[src/rtl/erm16_bus_arbiter.sv]
// Two-master (CPU/DMA) single-port memory arbiter; ERM16_ARB_RR_EN selects round-robin, else CPU fixed priority.
// Latency: request at IDLE edge k -> ack in the cycle after edge k+WAIT_STATES+1; all outputs registered.
// Backpressure: requesters hold req/operands until their one-cycle ack; losers simply wait for the next IDLE.
module erm16_bus_arbiter #(
    parameter int unsigned WAIT_STATES = 1
) (
    input  logic        clk,
    input  logic        init,
    input  logic        cpu_req,
    input  logic        cpu_we,
    input  logic [15:0] cpu_addr,
    input  logic [15:0] cpu_wdata,
    output logic        cpu_ack,
    input  logic        dma_req,
    input  logic        dma_we,
    input  logic [15:0] dma_addr,
    input  logic [15:0] dma_wdata,
    output logic        dma_ack,
    output logic [15:0] rdata,
    output logic [15:0] mem_addr,
    output logic [15:0] mem_do,
    output logic        mem_wr,
    input  logic [15:0] mem_di,
    output logic        grant,
    output logic        busy
);

    typedef enum logic [1:0] {
        S_IDLE = 2'd0,
        S_WAIT = 2'd1,
        S_ACK  = 2'd2
    } state_t;

    localparam logic [3:0] WS_L = WAIT_STATES[3:0];

    state_t      state_q, state_d;
    logic [3:0]  cnt_q, cnt_d;
    logic        we_q, we_d;
    logic [15:0] mem_addr_q, mem_addr_d;
    logic [15:0] mem_do_q, mem_do_d;
    logic [15:0] rdata_q, rdata_d;
    logic        mem_wr_q, mem_wr_d;
    logic        grant_q, grant_d;
    logic        busy_q, busy_d;
    logic        cpu_ack_q, cpu_ack_d;
    logic        dma_ack_q, dma_ack_d;
    logic        any_req;
    logic        pick_dma;

`ifdef ERM16_ARB_RR_EN
    // last_q = 1 means the DMA owned the bus most recently, so the CPU wins the next tie.
    logic last_q, last_d;

    always_comb begin
        pick_dma = dma_req & (~cpu_req | ~last_q);
    end

    always_ff @(posedge clk or posedge init) begin
        if (init) begin
            last_q <= 1'b1;
        end else begin
            last_q <= last_d;
        end
    end
`else
    always_comb begin
        pick_dma = dma_req & ~cpu_req;
    end
`endif

    always_comb begin
        any_req    = cpu_req | dma_req;
        state_d    = state_q;
        cnt_d      = cnt_q;
        we_d       = we_q;
        mem_addr_d = mem_addr_q;
        mem_do_d   = mem_do_q;
        rdata_d    = rdata_q;
        mem_wr_d   = mem_wr_q;
        grant_d    = grant_q;
        busy_d     = busy_q;
        cpu_ack_d  = 1'b0;
        dma_ack_d  = 1'b0;
`ifdef ERM16_ARB_RR_EN
        last_d     = last_q;
`endif

        unique case (state_q)
            S_IDLE: begin
                if (any_req) begin
                    grant_d    = pick_dma;
                    we_d       = pick_dma ? dma_we    : cpu_we;
                    mem_addr_d = pick_dma ? dma_addr  : cpu_addr;
                    mem_do_d   = pick_dma ? dma_wdata : cpu_wdata;
                    mem_wr_d   = pick_dma ? dma_we    : cpu_we;
                    cnt_d      = WS_L;
                    busy_d     = 1'b1;
                    state_d    = S_WAIT;
`ifdef ERM16_ARB_RR_EN
                    last_d     = pick_dma;
`endif
                end
            end
            S_WAIT: begin
                if (cnt_q != 4'd0) begin
                    cnt_d = cnt_q - 4'd1;
                end else begin
                    if (!we_q) begin
                        rdata_d = mem_di;
                    end
                    mem_wr_d  = 1'b0;
                    cpu_ack_d = ~grant_q;
                    dma_ack_d = grant_q;
                    state_d   = S_ACK;
                end
            end
            S_ACK: begin
                // Requests seen here are deliberately ignored; they get arbitrated next IDLE.
                busy_d  = 1'b0;
                state_d = S_IDLE;
            end
            default: begin
                mem_wr_d = 1'b0;
                busy_d   = 1'b0;
                state_d  = S_IDLE;
            end
        endcase
    end

    always_ff @(posedge clk or posedge init) begin
        if (init) begin
            state_q    <= S_IDLE;
            cnt_q      <= 4'd0;
            we_q       <= 1'b0;
            mem_addr_q <= 16'h0000;
            mem_do_q   <= 16'h0000;
            rdata_q    <= 16'h0000;
            mem_wr_q   <= 1'b0;
            grant_q    <= 1'b0;
            busy_q     <= 1'b0;
            cpu_ack_q  <= 1'b0;
            dma_ack_q  <= 1'b0;
        end else begin
            state_q    <= state_d;
            cnt_q      <= cnt_d;
            we_q       <= we_d;
            mem_addr_q <= mem_addr_d;
            mem_do_q   <= mem_do_d;
            rdata_q    <= rdata_d;
            mem_wr_q   <= mem_wr_d;
            grant_q    <= grant_d;
            busy_q     <= busy_d;
            cpu_ack_q  <= cpu_ack_d;
            dma_ack_q  <= dma_ack_d;
        end
    end

    assign cpu_ack  = cpu_ack_q;
    assign dma_ack  = dma_ack_q;
    assign rdata    = rdata_q;
    assign mem_addr = mem_addr_q;
    assign mem_do   = mem_do_q;
    assign mem_wr   = mem_wr_q;
    assign grant    = grant_q;
    assign busy     = busy_q;

endmodule

[config.mk]
export PLATFORM = sky130hd
export DESIGN_NAME = erm16_bus_arbiter
export DESIGN_NICKNAME = d
export VERILOG_FILES = /design/src/rtl/erm16_bus_arbiter.sv
export SDC_FILE = /design/constraint.sdc
export NUM_CORES = 1
export LEC_CHECK = 0
export ABC_AREA = 0
export CAP_MARGIN = 20
export CELL_PAD_IN_SITES_DETAIL_PLACEMENT = 1
export CELL_PAD_IN_SITES_GLOBAL_PLACEMENT = 1
export CORE_MARGIN = 3
export CORE_UTILIZATION = 32
export CTS_CLUSTER_SIZE = 20
export DETAILED_ROUTE_END_ITERATION = 8
export GPL_ROUTABILITY_DRIVEN = 0
export PLACE_DENSITY = 0.88
export SYNTH_ARGS = -nofsm -noshare
export SYNTH_HDL_FRONTEND = slang
export SYNTH_SLANG_ARGS = --single-unit
[constraint.sdc]
create_clock -name clk -period 3.24 [get_ports clk]
set_clock_uncertainty 0.1 [all_clocks]
set_input_delay 0.486 -clock clk [delete_from_list [all_inputs] [get_ports clk]]
set_output_delay 0.486 -clock clk [all_outputs]
set_load 0.005 [all_outputs]
== Word level (Yosys, flattened, before mapping) ==
Index checks and enable logic that the tools add are counted.

* Bits in registers: 60

* $add $sub $neg: 1
* Bitwise gates (word level): 8
* Muxes and demuxes: 18
* Equality and inequality tests: 5
* Reduce and logical (&&, ||, !) cells: 9

{| class="wikitable"
|+ Operators by type and width
! operator !! number
|-
| $mux 16 || 2
|-
| $reduce_and 3->1 || 3
|-
| $mux 1 || 8
|-
| $mux 4 || 2
|-
| $pmux 4 s2 || 1
|-
| $ne 2x2->1 const B || 3
|-
| $not 1->1 || 6
|-
| $reduce_and 2->1 || 3
|-
| $mux 2 || 2
|-
| $pmux 2 s2 || 1
|-
| $reduce_bool 4->1 || 1
|-
| $sub 4x1->4 const B || 1
|-
| $pmux 1 s3 || 1
|-
| $eq 2x1->1 const B || 1
|-
| $eq 2x2->1 const B || 1
|-
| $logic_not 2->1 || 1
|-
| $pmux 1 s2 || 1
|-
| $reduce_bool 2->1 || 1
|-
| $and 1x1->1 || 1
|-
| $or 1x1->1 || 1
|}

== Depth between registers and ports, before layout ==
Gate-level depths: netlist (run 1).

* Word-level depth: 5
* Mapped depth: 7

== Worst setup path after synthesis (run 1) ==
No wires, ideal clock.

* Path type: register to register
* Start point: register state_q[1]
* End point: register rdata_q[0] (netlist: rdata[0])
* Path slack: 1327 ps
* Cell stages (with the launch flop): 6
* Path buffers: 2
* Required time: 3015 ps
* Setup time: 125 ps
* Data arrival time: 1688 ps
* Cells stage by stage: dfrtp_1 or3b_4 or3_1 buf_6 buf_12 mux2_4

* Word-level cells in the longest chain between the ends: 2

{| class="wikitable"
|+ RTL lines
! what !! line !! RTL
|-
| from (decl) || 36 || <nowiki>state_t state_q, state_d;</nowiki>
|-
| from (signal assigned) || 144 || <nowiki>state_q <= state_d;</nowiki>
|-
| $eq 2x1->1 || 88 || <nowiki>unique case (state_q)</nowiki>
|-
| $reduce_and 3->1 (no source line) || - ||
|-
| to (signal assigned) || 149 || <nowiki>rdata_q <= rdata_d;</nowiki>
|-
| to (decl) || 41 || <nowiki>logic [15:0] rdata_q, rdata_d;</nowiki>
|}

No other way between the ends.
A chain may end at the register's enable or synchronous reset.

== Worst setup path after layout (run 1) ==
* Start point: register state_q[0]
* End point: register rdata_q[3] (netlist: rdata[3])

Same word-level chain as after synthesis.

==> results.yml, run 1 <==
critical_path:
  setup.worst_path.start_class: "flop"
  worst-path-max-fanout: 16
  crit_type: "flop to flop"
  worst_ep_arrival_time_ns: 2.42
  timing.rr.start: "state_q[0]"
  reg2reg_depth: 3
  startpoint: "state_q[0]"
  crit_required_ns: 3.35
  end_kind: "flop"
clocking:
  cts.sinks: 60
  cts_setup_buffers: 0
  cts_resized: 0
  postCtsHoldBufs: 0
  cts_buffers: 9
  clk_pin_slew_ns: 0.07
  cts_max_level: 3
  root_buffer: "clkbuf_8"
  clk_latency_ns: 0.33
  clockBufferDepth: 2
  cts_tree: "built"
sta:
  hold_viol_final: 0
  relSlewSlack_pct: 40.9
  fin_ws_ns: 0.933
  tightest_slew_ns: 0.886
  finalMaxSlewViolations: 0
  tns_ns: 0
  timing.fmax_mhz: 433
  rsz0062_at_grt: "no"
  setup-violations-final: 0
  min_period_ns: 2.31
  fin_crit_sh_pct: 71.2
detailed_routing:
  dr.pass1.iters: 4
  wl_per_cell_um: 18.0
  drc: 0
  postRouteWirelength_mm: 8.59
  vias: 2368
  postRouteAntennaNets: 0
  routed_via_density: 4.96
  drtIter0Drc: 69
floorplan:
  core-area_mm2: 0.00826
  die_area_mm2: 0.00966
  io_pins: 139
  chipHeight_um: 98.3
  start_util_pct: 33.0
  die_w_um: 98.3
  rows: 33
synth:
  synth_nets: 319
  synth.area.top_cells: "dfrtp_1, o21ai_0, mux2i_1"
  yosys_register_bits: 60
  ys_types: 32
  yosysTopAreaCellShare_pct: 55.1
  post_synth_inst_count: 232
  ys_seq_area_share_pct: 55.1
  syn_area_per_cell_um2: 11.8
  synth_largest_area_cell: "dfrtp_1"
  syn_area_mm2: 0.00273
  yosys_warnings: 0
grt:
  grt_max_degree: 36
  grtUsageTotal_pct: 18.0
  grt-ovfl-total: 0
  grt_pass1_vias: 2633
  antenna_found_initial: 0
  grt_first_pass_wirelength_mm: 13.8
run_status:
  status: "completed"
final_layout:
  seqCellArea_mm2: 0.00150
  multi_input_area_mm2: 0.00113
  drive_gt1_share_pct: 11.3
  final_cells: 477
  areaGrowthSynthToFinish_pct: 61.2
  diodes: 0
  nFillCells: 872
  nNetsFinal: 456
  postLayoutCellArea_mm2: 0.00440
placement:
  place_hpwl_mm: 6.42
  placement.io_buffers: 138
  pre_cts_ws_ns: 0.886
  dp.cells: 463
  dpl_cell_area_mm2: 0.00422
pwr:
  p_leak_uw: 0.00184
  ir_drop_mv: 0.427
  power.density_mw_per_mm2: 815
flow_run:
  drv_cap: 0
worst_hold_path:
  hp-start: "rdata[9]"
  min_path_type: "flop to flop"
  hold_depth: 1
## layout make-up
type                    instances  share of cell area (%)
clock buffers                  12                    3.76
clock inverters                 2                   0.228
inverters                       5                   0.427
multi-input cells             151                    25.8
flip-flops and latches         60                    34.2
well taps                     105                    2.99
repair buffers                142                    32.7
## path summary, 6_finish.rpt
| kind | endpoint | slack (ns) |
|---|---|---|
| worst max-delay path | rdata[3] | 0.93 |
| max in group asynchronous | mem_addr[0] | 1.94 |
| worst min register to register | rdata[9] | 0.41 |
| worst min-delay path | rdata[9] | 0.41 |
| min in group asynchronous | rdata[5] | 0.49 |
| worst max register to register | rdata[3] | 0.93 |
## metal layers
layer / vias up / wire length (um) / share of wire [%] / GRT usage, %
met5: - / 0 / 0 / 0
met4: 0 / 94 / 1.1 / 5.15
met3: 9 / 455 / 5.3 / 4.50
met2: 76 / 4730 / 55 / 33.2
met1: 1181 / 3310 / 39 / 20.4
li1: 1102 / - / - / -
## stage by stage
| step | utilization [%] | total power, uW | hold slack, ns |
|---|---|---|---|
| detailed placement | 51.1 | 3010 | 0.398 |
| global placement | 51.1 | 2900 | 0.387 |
| finish | 53.2 | 3580 | 0.406 |
| CTS | 53.2 | 3630 | 0.412 |
| floorplan | - | 2020 | 0.343 |
| global route | 53.2 | 3830 | 0.427 |
## sequential cells by signal, summed over array words and instances, names as in the netlist
register and cells:
dma_ack 1, mem_do 16, mem_wr 1, we_q 1
grant 1, state_q 2, rdata 16, cpu_ack 1
busy 1, cnt_q 4, mem_addr 16
## logic make-up (layout without fill, tap and decap cells)
family | after synthesis | in the layout | synth area share [%]
simple gates | 24 | 24 | 5.41
buf+inv | 21 | 161 | 3.90
compound gates | 77 | 77 | 15.1
fa+ha+maj | 1 | 1 | 0.459
mux | 49 | 49 | 20.1
flops | 60 | 60 | 55.1
## Yosys cell counts
| cell | n |
|---|---|
| a2111oi_0 | 1 |
| mux2_2 | 6 |
| ha_1 | 1 |
| buf_2 | 3 |
| mux2_4 | 10 |
| a21o_1 | 1 |
| nor3_1 | 3 |
| clkbuf_1 | 11 |
| and2_1 | 2 |
| nor2_1 | 4 |
| nor2b_1 | 2 |
| and3_1 | 1 |
| or2_2 | 2 |
| or2b_1 | 1 |
| or3_1 | 2 |
| a31o_2 | 1 |
| o21ai_1 | 1 |
| or3b_4 | 1 |
| nand2b_1 | 3 |
| nor4b_1 | 1 |
| buf_12 | 1 |
| o21ai_0 | 67 |
| a21oi_1 | 2 |
| dfrtp_1 | 60 |
| a211o_1 | 1 |
| a221o_1 | 1 |
| buf_6 | 1 |
| mux2i_1 | 33 |
| a22oi_1 | 1 |
| nor3b_1 | 2 |
| inv_1 | 5 |
| a22o_1 | 1 |
## critical path, stage by stage (launching register included)
cell and delay, ns:
dfrtp_1 0.51, or3b_4 0.44, or3_1 0.69, mux2_4 0.44
## power by group
| part | switching [uW] | leakage (uW) | internal [uW] | total, uW |
|---|---|---|---|---|
| clock network | 280 | 0.0000941 | 329 | 610 |
| registers | 227 | 0.000732 | 1110 | 1340 |
| logic | 633 | 0.00101 | 1000 | 1630 |
## cell usage in the layout (no fill, tap or decap), types with 2 or more instances in the layout
cell	synthesis	layout
o21ai_0	67	67
clkdlybuf4s50_1	0	138
dfrtp_1	60	60
nand2b_1	3	3
mux2i_1	33	33
a21oi_1	2	2
buf_4	0	2
clkinv_2	0	2
nor2_1	4	3
or2_2	2	2
buf_12	1	2
nor3b_1	2	2
nor3_1	3	3
mux2_4	10	10
mux2_2	6	6
inv_1	5	4
clkbuf_8	0	12
and2_1	2	2
or3_1	2	2
(Power assumes the default switching activity.)
==> inputs of run 2 (changes only) <==
--- a/config.mk
+++ b/config.mk
@@ -10,11 +10,11 @@
 export CELL_PAD_IN_SITES_DETAIL_PLACEMENT = 1
 export CELL_PAD_IN_SITES_GLOBAL_PLACEMENT = 1
 export CORE_MARGIN = 3
-export CORE_UTILIZATION = 32
+export CORE_UTILIZATION = 27
 export CTS_CLUSTER_SIZE = 20
 export DETAILED_ROUTE_END_ITERATION = 8
 export GPL_ROUTABILITY_DRIVEN = 0
-export PLACE_DENSITY = 0.88
+export PLACE_DENSITY = 0.8
 export SYNTH_ARGS = -nofsm -noshare
 export SYNTH_HDL_FRONTEND = slang
 export SYNTH_SLANG_ARGS = --single-unit
==> constraint.sdc (replaced) <==
create_clock -name clk -period 2 [get_ports clk]
set_clock_uncertainty 0.1 [all_clocks]
set_input_delay 0.3 -clock clk [delete_from_list [all_inputs] [get_ports clk]]
set_output_delay 0.3 -clock clk [all_outputs]
set_load 0.005 [all_outputs]
==> run 2 against run 1 <==
Register-to-register slack worse by 0.83 ns. Combinational power is 71% higher. Via count is 0.84% higher. Worst hold slack worse by 0.13 ns. Critical path depth is 3 higher.
==> results.yml, run 2 (synthesis results as in run 1) <==
pwr:
  clkPwrFrac_pct: 16.4
  power.net_switching_uw: 1820
  swShare_pct: 31.2
  p_leak_uw: 0.00189
  ir_drop_mv: 0.411
  seq_power_share_pct: 36.0
  power.density_mw_per_mm2: 1300
  intPower_uw: 4020
  p_comb_share_pct: 47.5
grt:
  antenna_found_initial: 0
  grtUsageTotal_pct: 14.8
  grt_max_degree: 33
  grt-ovfl-total: 0
  grt_pass1_vias: 2604
  met2_usage_pct: 25.4
  grt_util_met1_pct: 16.7
  grt.busiest_layer: "met2"
  grt_first_pass_wirelength_mm: 13.2
  grt_use_met3_pct: 5.83
final_layout:
  final_common_cell: "clkdlybuf4s50_1"
  drive_gt1_share_pct: 13.3
  postLayoutCellArea_mm2: 0.00450
  areaGrowthSynthToFinish_pct: 65.0
  diodes: 0
  final_cells: 516
  nNetsFinal: 466
  final_util_pct: 46.0
  layout_common_cells: "clkdlybuf4s50_1, o21ai_0, dfrtp_1"
floorplan:
  rows: 36
  chipHeight_um: 106
  io_pins: 139
  start_util_pct: 27.9
  die_area_mm2: 0.0113
  core-area_mm2: 0.00977
  die_w_um: 106
critical_path:
  worst_ep_arrival_time_ns: 2.00
  startpoint: "cnt_q[0]"
  timing.rr.start: "cnt_q[0]"
  setup.worst_path.start_class: "flop"
  rr_endpoint: "rdata[6]"
  end_kind: "flop"
  reg2reg_depth: 6
  worst-path-max-fanout: 16
  crit_type: "flop to flop"
  crit_required_ns: 2.11
  r2r_slack_ns: 0.11
clocking:
  clockBufferDepth: 2
  cts.sinks: 60
  clk_pin_slew_ns: 0.07
  cts_max_level: 3
  clk_latency_ns: 0.32
  cts_resized: 0
  cts_tree: "built"
  cts_buffers: 9
  postCtsHoldBufs: 0
  cts_setup_buffers: 0
  root_buffer: "clkbuf_8"
sta:
  tightest_slew_ns: 0.673
  fin_crit_sh_pct: 94.7
  min_period_ns: 1.89
  timing.fmax_mhz: 528
  rsz0062_at_grt: "no"
  hold_viol_final: 0
  relSlewSlack_pct: 54.0
  finalMaxSlewViolations: 0
  setup-violations-final: 0
detailed_routing:
  drc: 0
  drtIter0Drc: 66
  postRouteWirelength_mm: 8.40
  postRouteAntennaNets: 0
  dr.pass1.iters: 4
  vias: 2388
  wl_per_cell_um: 16.3
  routed_via_density: 4.63
placement:
  place_hpwl_mm: 6.36
  placement.io_buffers: 138
  dpl_cell_area_mm2: 0.00433
  dp.cells: 501
flow_run:
  drv_cap: 0
worst_hold_path:
  min_path_type: "primary input to async pin"
run_status:
  status: "completed"
-- run 2: through the flow --
stage / hold slack [ns] / TNS [ns] / worst slack (ns) / power [uW]
after global placement: 0.386 / 0 / 0.0852 / 4830
after detailed placement: 0.394 / -0.0482 / -0.0482 / 4970
after CTS: 0.272 / 0 / 0.102 / 5970
final: 0.272 / 0 / 0.105 / 5840
after floorplan: 0.286 / 0 / 0.0867 / 3280
after global routing: 0.305 / 0 / 0.0283 / 6300
-- run 2: worst max-delay path, stage by stage (launching register included) --
cell and delay, ns:
dfrtp_1 0.40, inv_1 0.09, ha_1 0.22, nand2b_1 0.09
or3_1 0.39, buf_12 0.18, mux2_4 0.31
-- run 2: final cells by class --
cell class,instances,area (um^2)
tap,133,166
fill,1087,5280
clock buffer,13,159
sequential,60,1500
clock inverter,2,10.0
timing repair buffer,152,1510
inverter,5,18.8
multi-input combinational,151,1130
-- run 2: worst max path at each step --
stage                to  slack [ns]
2_1_floorplan  rdata[0]        0.09
3_3_place_gp     mem_wr        0.09
3_5_place_dp     mem_wr       -0.05
4_1_cts        rdata[6]        0.10
5_1_grt          mem_wr        0.03
6_report       rdata[6]        0.11
-- run 2: power groups by stage --
stage / registers [uW] / logic [uW] / clock network, uW
after global placement: 2090 / 2740 / 0
after CTS: 2120 / 2850 / 1010
after global routing: 2190 / 3050 / 1050
after detailed placement: 2130 / 2840 / 0
final: 2110 / 2780 / 960
after floorplan: 2140 / 1130 / 0
-- run 2: per-layer routing --
metal  wire (um)  part of all wire [%]
met5           0                     0
met4         136                   1.6
met3         761                   9.1
met2        4120                    49
met1        3380                    40
==> inputs of run 3 (changes only) <==
--- a/config.mk
+++ b/config.mk
@@ -11,6 +11,7 @@
 export CELL_PAD_IN_SITES_GLOBAL_PLACEMENT = 1
 export CORE_MARGIN = 3
 export CORE_UTILIZATION = 27
+export CTS_CLUSTER_DIAMETER = 50
 export CTS_CLUSTER_SIZE = 20
 export DETAILED_ROUTE_END_ITERATION = 8
 export GPL_ROUTABILITY_DRIVEN = 0
==> constraint.sdc (replaced) <==
create_clock -name clk -period 1.6 [get_ports clk]
set_clock_uncertainty 0.1 [all_clocks]
set_input_delay 0.24 -clock clk [delete_from_list [all_inputs] [get_ports clk]]
set_output_delay 0.24 -clock clk [all_outputs]
set_load 0.005 [all_outputs]
==> run 3 against run 2 <==
The run now ends with setup timing left. Non-clock buffer count up 19. Via count is 3.3% higher. Sequential share of layout area shrank 2.2 points. Cell count up 3.5%. Sequential power is 24% higher. Highest routed layer unchanged. Maximum frequency is 4.5% higher. Power increased by 34%. Sequential cell count is the same. Worst hold slack lost 0.063 ns.
==> results.yml, run 3 (synthesis results as in run 1) <==
final_layout:
  drive_gt1_share_pct: 19.7
  final_cells: 534
  layout_common_cells: "clkdlybuf4s50_1, dfrtp_1, o21ai_0"
  final_util_pct: 49.3
  final_common_cell: "clkdlybuf4s50_1"
  areaGrowthSynthToFinish_pct: 76.6
  nNetsFinal: 485
  diodes: 0
placement:
  place_hpwl_mm: 6.33
  dp.cells: 512
  pre_cts_ws_ns: -0.303
  placement.io_buffers: 138
floorplan:
  die_w_um: 106
  io_pins: 139
  core-area_mm2: 0.00977
  start_util_pct: 27.9
  die_area_mm2: 0.0113
  rows: 36
  chipHeight_um: 106
detailed_routing:
  drtIter0Drc: 59
  drc: 0
  wl_per_cell_um: 16.8
  vias: 2466
  routed_via_density: 4.62
  dr.pass1.iters: 4
  postRouteWirelength_mm: 8.96
  postRouteAntennaNets: 0
clocking:
  cts_buffers: 9
  root_buffer: "clkbuf_8"
  clockBufferDepth: 2
  cts_max_level: 3
  postCtsHoldBufs: 0
  clk_latency_ns: 0.32
  cts.sinks: 60
  clk_pin_slew_ns: 0.07
  cts_tree: "built"
sta:
  tns_ns: -3.17
  fin_crit_sh_pct: 113
  rsz0062_at_grt: "yes"
  setup-violations-final: 16
  hold_viol_final: 0
  min_period_ns: 1.81
  fin_ws_ns: -0.213
  tightest_slew_ns: 0.311
  timing.fmax_mhz: 551
  relSlewSlack_pct: 79.3
  finalMaxSlewViolations: 0
pwr:
  p_leak_uw: 0.00208
  swShare_pct: 31.5
  p_comb_share_pct: 52.2
  ir_drop_mv: 0.514
  power.net_switching_uw: 2470
  intPower_uw: 5380
  total_power_uw: 7860
  seq_power_share_pct: 33.3
  power.density_mw_per_mm2: 1630
  clkPwrFrac_pct: 14.5
critical_path:
  crit_type: "flop to flop"
  crit_required_ns: 1.71
  worst_ep_arrival_time_ns: 1.92
  rr_endpoint: "rdata[15]"
  end_kind: "flop"
  reg2reg_depth: 4
  startpoint: "cnt_q[3]"
  timing.rr.start: "cnt_q[3]"
  r2r_slack_ns: -0.21
  worst-path-max-fanout: 16
  setup.worst_path.start_class: "flop"
run_status:
  status: "complete, but fails checks"
  failed_checks: "setup timing"
grt:
  antenna_found_initial: 0
  grt_pass1_vias: 2557
  grtUsageTotal_pct: 14.9
  grt_max_degree: 37
  grt_first_pass_wirelength_mm: 13.2
  grt-ovfl-total: 0
worst_hold_path:
  min_path_type: "primary input to async pin"
flow_run:
  drv_cap: 0
[run 3: power by group through the flow]
stage               logic (uW)  registers [uW]  clock network, uW
floorplan                 1420            2680                  0
global placement          3600            2600                  0
detailed placement        3730            2650                  0
CTS                       3890            2620               1190
global route              4450            2710               1260
finish                    4100            2620               1140
[run 3: per-stage QoR]
| stage | hold slack, ns | area, um^2 |
|---|---|---|
| after floorplan | 0.226 | 2730 |
| after global placement | 0.386 | 4440 |
| after detailed placement | 0.390 | 4440 |
| after CTS | 0.214 | 4650 |
| after global routing | 0.235 | 4810 |
| final | 0.209 | 4810 |
[run 3: worst max-delay path by stage]
stage,endpoint,slack (ns),cells after the start
after global placement,mem_wr,-0.23,5
after global routing,rdata[8],-0.25,4
final,rdata[15],-0.21,4
after floorplan,rdata[0],-0.31,5
after detailed placement,mem_do[6],-0.30,5
after CTS,rdata[15],-0.23,4
[run 3: cell type report]
class | count | area [um^2]
well taps | 133 | 166
fillers | 1090 | 4960
clock buffers | 11 | 141
clock inverters | 3 | 15.0
inverters | 5 | 22.5
repair buffers | 171 | 1770
flip-flops and latches | 60 | 1500
multi-input cells | 151 | 1200
[run 3: repair_timing]
action	in CTS	in global routing
endpoints found under the setup margin	36	51
cloned	0	3
setup buffers	2	4
pin swaps	0	7
resized for setup	13	25
[run 3: metal layers]
metal	global-route usage (%)	wire, um	vias up
met4	4.02	109	0
met3	5.59	656	10
li1	-	-	1167
met2	25.2	4400	95
met5	0	0	-
met1	17.8	3800	1194
[run 3: worst max-delay path: stages, from the launching register on]
cell,delay [ns]
dfrtp_1,0.38
or3b_4,0.40
or3_4,0.35
buf_12,0.17
mux2_4,0.30
